File: src/rtl/div.sv
// Radix-2 restoring divider sequencer; result_o = {remainder, quotient}.
// Optional DIV_EARLY_OUT_EN: finish at once when |dividend| < |divisor|.
module div #(
  parameter int WIDTH = 32
) (
  input  logic               clk,
  input  logic               rst,
  input  logic               signed_div_i,
  input  logic [WIDTH-1:0]   opdata1_i,
  input  logic [WIDTH-1:0]   opdata2_i,
  input  logic               start_i,
  input  logic               annul_i,
  output logic [2*WIDTH-1:0] result_o,
  output logic               ready_o,
  output logic               busy_o
);

  localparam int CW = $clog2(WIDTH) + 1;

  typedef enum logic [1:0] {
    S_IDLE, S_BYZERO, S_ON, S_END
  } state_e;

  state_e             state_q, state_d;
  logic [CW-1:0]      cnt_q, cnt_d;
  logic [WIDTH-1:0]   rem_q, rem_d;
  logic [WIDTH-1:0]   dvd_q, dvd_d;
  logic [WIDTH-1:0]   dsr_q, dsr_d;
  logic               sgnq_q, sgnq_d;
  logic               sgnr_q, sgnr_d;
  logic [2*WIDTH-1:0] res_q, res_d;
  logic               rdy_q, rdy_d;

  logic               a_neg, b_neg, ge;
  logic [WIDTH-1:0]   a_abs, b_abs;
  logic [WIDTH-1:0]   rem_n, quo_n;
  logic [WIDTH:0]     shf, diff;

  always_comb begin
    a_neg = signed_div_i & opdata1_i[WIDTH-1];
    b_neg = signed_div_i & opdata2_i[WIDTH-1];
    a_abs = a_neg ? -opdata1_i : opdata1_i;
    b_abs = b_neg ? -opdata2_i : opdata2_i;
    // One restoring step on {rem, dvd}; extra bit keeps the compare exact
    shf   = {rem_q, dvd_q[WIDTH-1]};
    diff  = shf - {1'b0, dsr_q};
    ge    = shf >= {1'b0, dsr_q};
    rem_n = ge ? diff[WIDTH-1:0] : shf[WIDTH-1:0];
    quo_n = {dvd_q[WIDTH-2:0], ge};
  end

  always_comb begin
    state_d = state_q;
    cnt_d   = cnt_q;
    rem_d   = rem_q;
    dvd_d   = dvd_q;
    dsr_d   = dsr_q;
    sgnq_d  = sgnq_q;
    sgnr_d  = sgnr_q;
    res_d   = res_q;
    rdy_d   = 1'b0;
    unique case (state_q)
      S_IDLE: begin
        res_d = '0;
        if (start_i && !annul_i) begin
          if (opdata2_i == '0) begin
            state_d = S_BYZERO;
          end
`ifdef DIV_EARLY_OUT_EN
          else if (a_abs < b_abs) begin
            state_d = S_END;
            res_d   = {opdata1_i, {WIDTH{1'b0}}};
          end
`endif
          else begin
            state_d = S_ON;
            cnt_d   = '0;
            rem_d   = '0;
            dvd_d   = a_abs;
            dsr_d   = b_abs;
            sgnq_d  = a_neg ^ b_neg;
            sgnr_d  = a_neg;
          end
        end
      end
      S_BYZERO: begin
        res_d   = '0;
        state_d = annul_i ? S_IDLE : S_END;
      end
      S_ON: begin
        if (annul_i) begin
          state_d = S_IDLE;
        end else begin
          rem_d = rem_n;
          dvd_d = quo_n;
          cnt_d = cnt_q + CW'(1);
          if (cnt_q == CW'(WIDTH - 1)) begin
            state_d = S_END;
            res_d   = {sgnr_q ? -rem_n : rem_n,
                       sgnq_q ? -quo_n : quo_n};
          end
        end
      end
      S_END: begin
        if (annul_i || !start_i) begin
          state_d = S_IDLE;
          res_d   = '0;
        end else begin
          rdy_d = 1'b1;
        end
      end
      default: state_d = S_IDLE;
    endcase
  end

  always_ff @(posedge clk) begin
    if (!rst) begin
      state_q <= S_IDLE;
      cnt_q   <= '0;
      rem_q   <= '0;
      dvd_q   <= '0;
      dsr_q   <= '0;
      sgnq_q  <= 1'b0;
      sgnr_q  <= 1'b0;
      res_q   <= '0;
      rdy_q   <= 1'b0;
    end else begin
      state_q <= state_d;
      cnt_q   <= cnt_d;
      rem_q   <= rem_d;
      dvd_q   <= dvd_d;
      dsr_q   <= dsr_d;
      sgnq_q  <= sgnq_d;
      sgnr_q  <= sgnr_d;
      res_q   <= res_d;
      rdy_q   <= rdy_d;
    end
  end

  assign result_o = res_q;
  assign ready_o  = rdy_q;
  assign busy_o   = (state_q == S_BYZERO) || (state_q == S_ON);

endmodule

File: config.mk
export PLATFORM = sky130hd
export DESIGN_NAME = div
export DESIGN_NICKNAME = d
export VERILOG_FILES = /design/src/rtl/div.sv
export SDC_FILE = /design/constraint.sdc
export NUM_CORES = 1
export LEC_CHECK = 0
export CAP_MARGIN = 30
export CORE_ASPECT_RATIO = 0.6
export CORE_MARGIN = 2
export CORE_UTILIZATION = 40
export DETAILED_ROUTE_END_ITERATION = 16
export GPL_TIMING_DRIVEN = 0
export SLEW_MARGIN = 20
export SYNTH_ARGS = -nofsm -noshare
export SYNTH_HDL_FRONTEND = slang
export SYNTH_SLANG_ARGS = --single-unit
File: constraint.sdc
create_clock -name clk -period 7.07 [get_ports clk]
set_input_delay 1.7675 -clock clk [delete_from_list [all_inputs] [get_ports clk]]
set_output_delay 1.7675 -clock clk [all_outputs]
set_load 0.02 [all_outputs]
==> results.txt <==
Outcome - finished clean
Num ports - 135
FP Rows - 48
End of the worst register-to-register path - result_o[56]
Number of synthesized flops with an enable pin - 0
Vias - 12,360
R2R setup slack - 560 ps
Final worst path period need - 6510 ps
Die height - 136 µm
Mapped Nets - 1,694
Clock transition at path regs - 70 ps
Number of buffers created by CTS - 17
Initial Util - 40.6%
HPWL Detailed - 34,600 µm
Mapped Avg Cell Area - 7.36 µm²
IO buf count - 134
Congestion Overflow GR - 0
Least-Margin Pin Slew - 888 ps
Synth Register Bits - 171
Global-route wire length before repair - 65,700 µm
Critical path capture point type - flip-flop
Netlist cell types - 89
Max_cap viols - 0
P_int - 0.00235 W
Combinational fraction of design power - 53.2%
Clock Sinks - 171
Cell count of the worst hold path - 2
Hold Vio Cnt, Final - 0
Crit start category - flip-flop
Hold wc startpoint - result_o[56]
Final Wtd Congestion - 0.946
Antenna Nets Post-Route - 0
Wire length per cell - 20.2 µm
Worst min path class - reg2reg
Layout Skew - 11.1 ps
Die W - 224 µm
WL final - 42,800 µm
DR DRC count - 0
Clock network power share - 21.1%
Layout cell share with drive strength beyond 1 - 5.26%
Mapped Area - 0.0117 mm²
WS Path Type - reg2reg
Critical path arrival - 6840 ps
Largest net degree at the start of global routing - 17
Net Sw Frac - 47.5%
# nets final - 1,847
CP Max Fanout - 19
Leakage - 5.13 nW
Max Fclk - 154 MHz
Clock Latency Late Sink - 450 ps
RSZ-0062 raised after global routing - false
Switching power of the nets - 0.00212 W
# diodes - 0
CTS Buffer Depth - 2
DRT iter0 DRCs - 1,259
All-layer global routing usage - 28.2%
Placed Cells - 2,093
Ys flop type - dfxtp_1
RR Startpoint - dsr_q[25]
Seq/Total Area, Yosys - 29.4%
WHS Endpoint - result_o[56]
Die area - 0.0306 mm²
H-tree level count - 4
Vias/cell - 5.82
Post-cts hold buffer count - 0
Critical Path RT - 7400 ps
Worst r2r path cells - 20
Top cell type's share of synthesized area - 29.4%
Area contributors post-synth - dfxtp_1, nand2_1, xnor2_1
Fraction of power consumed by sequential logic - 25.7%
Area grow syn2layout - 20.5%
Post-synth top area cell - dfxtp_1
Pre-Repair DR Iteration Count - 5
Layout Cells excl Fill - 2,125
Initial antenna violation count - 1
Number of global-route vias before repair - 11,113
Pwr per Cell Area - 318 mW/mm²
Ys Warns - 0
Final Max Tran Viols - 0
Max_slew headroom - 40.6%
Final setup viols - 0
Root Driver - clkbuf_16
Setup_tns - 0 ps
Cell count after synthesis - 1,584
TritonCTS clock tree - done
Worst vdd ir - 0.000169 V
Core area - 0.0287 mm²
Period utilization - 92.0%
Post-synth ARST share - 0%
## cell usage after synthesis, types with 4 or more instances
cell,instances
nand2_1,260
dfxtp_1,171
nor2_1,148
a21oi_1,121
o21ai_0,100
xnor2_1,81
clkbuf_1,71
inv_1,58
xor2_1,56
nand3_1,47
a22oi_1,43
ha_1,40
a211oi_1,37
nor3_1,31
o31ai_1,26
or3_1,26
nand4_1,24
buf_2,22
a21o_1,16
o21ai_1,13
o41ai_1,11
or4_1,11
nand2b_1,10
and2_1,9
mux2i_1,9
nor4_1,9
and3_1,8
a31oi_1,7
o21a_1,7
or2_2,7
buf_1,6
nor2b_1,6
nand3b_1,5
o31a_1,5
o211ai_1,4
## sequential cells by signal, summed over array words and instances, names as in the netlist
| signal | count |
|---|---|
| cnt_q | 6 |
| rem_q | 32 |
| dvd_q | 32 |
| ready_o | 1 |
| dsr_q | 32 |
| sgnr_q | 1 |
| state_q | 2 |
| sgnq_q | 1 |
| result_o | 64 |
## power groups by stage
stage | clock [W] | combinational (W) | sequential [W]
after floorplan | 0 | 0.00156 | 0.00115
after global routing | 0.000988 | 0.00257 | 0.00116
final | 0.000944 | 0.00237 | 0.00115
after detailed placement | 0 | 0.00230 | 0.00116
after CTS | 0.000949 | 0.00231 | 0.00114
after global placement | 0 | 0.00228 | 0.00116
## cells in the final DEF, fill, tap and decap left out, types with 37 or more instances in the layout
| cell | count |
|---|---|
| clkdlybuf4s50_1 | 134 |
| nand2_1 | 260 |
| nand3_1 | 47 |
| a21oi_1 | 121 |
| ha_1 | 40 |
| clkbuf_1 | 72 |
| nor2_1 | 148 |
| o21ai_0 | 100 |
| xor2_1 | 56 |
| dfxtp_1 | 171 |
| a22oi_1 | 43 |
| inv_1 | 58 |
| a211oi_1 | 37 |
| xnor2_1 | 81 |
## metal layers
layer | wire length, µm | share of wire (%) | global-route usage (%)
met5 | 0 | 0 | 0
met4 | 541 | 1.3 | 6.14
met3 | 4790 | 11 | 8.00
met2 | 15700 | 37 | 35.2
met1 | 21800 | 51 | 45.5
## final cells by class
type	count	area, µm²
timing repair buffer	135	1350
multi-input combinational	1254	7610
clock buffer	23	488
clock inverter	9	88.8
tap	375	469
inverter	59	221
sequential	171	3420
fill	2942	14700
buffer	99	400
## timing repair
item                                    4_1_cts  5_1_grt
endpoints found under the setup margin        0        6
setup buffers                                 0        0
endpoints found under the hold margin         0        0
gates resized for setup                       0        1
## worst max-delay path, stage by stage (launching register included)
cell and delay, ps:
dfxtp_1 340, inv_1 140, ha_1 300, clkbuf_1 300, nand2_1 270, nor4_1 670, nand3_1 140, o211a_2 220
nand3_4 180, buf_2 420, buf_1 570, mux2i_1 380, ha_1 340, nand2_1 80, or4_4 450, o41a_4 410
a2111oi_4 480, nand3_1 220, o31ai_2 230, xor2_1 170, o21ai_1 70
## worst max path at each step
stage | from | to | cells after the start
global route | dsr_q[25] | result_o[56] | 20
CTS | rem_q[9] | result_o[56] | 20
global placement | rem_q[9] | result_o[56] | 20
floorplan | dsr_q[21] | result_o[56] | 21
finish | dsr_q[25] | result_o[56] | 20
detailed placement | rem_q[9] | result_o[56] | 20
## through the flow
| step | power, W | utilization, % | worst slack [ps] | area (µm²) | hold WS, ps |
|---|---|---|---|---|---|
| 2_1_floorplan | 0.00271 | - | 2120 | 11700 | 432 |
| 3_3_place_gp | 0.00344 | 46.9 | 328 | 13500 | 436 |
| 3_5_place_dp | 0.00346 | 46.9 | 370 | 13500 | 440 |
| 4_1_cts | 0.00440 | 48.9 | 379 | 14000 | 449 |
| 5_1_grt | 0.00471 | 48.9 | 263 | 14000 | 465 |
| 6_report | 0.00447 | 48.9 | 564 | 14000 | 443 |
## cells by family after synthesis
kind of cell | count (synthesis) | share of synthesized area (%)
adders and majority gates | 41 | 4.46
muxes | 11 | 0.966
DFF | 171 | 29.4
buffers and inverters | 159 | 5.37
and+or+nand+nor | 621 | 24.6
AOI/OAI and AO/OA | 443 | 24.8
xor gates and xnor gates | 138 | 10.4
(Power assumes the default switching activity.)
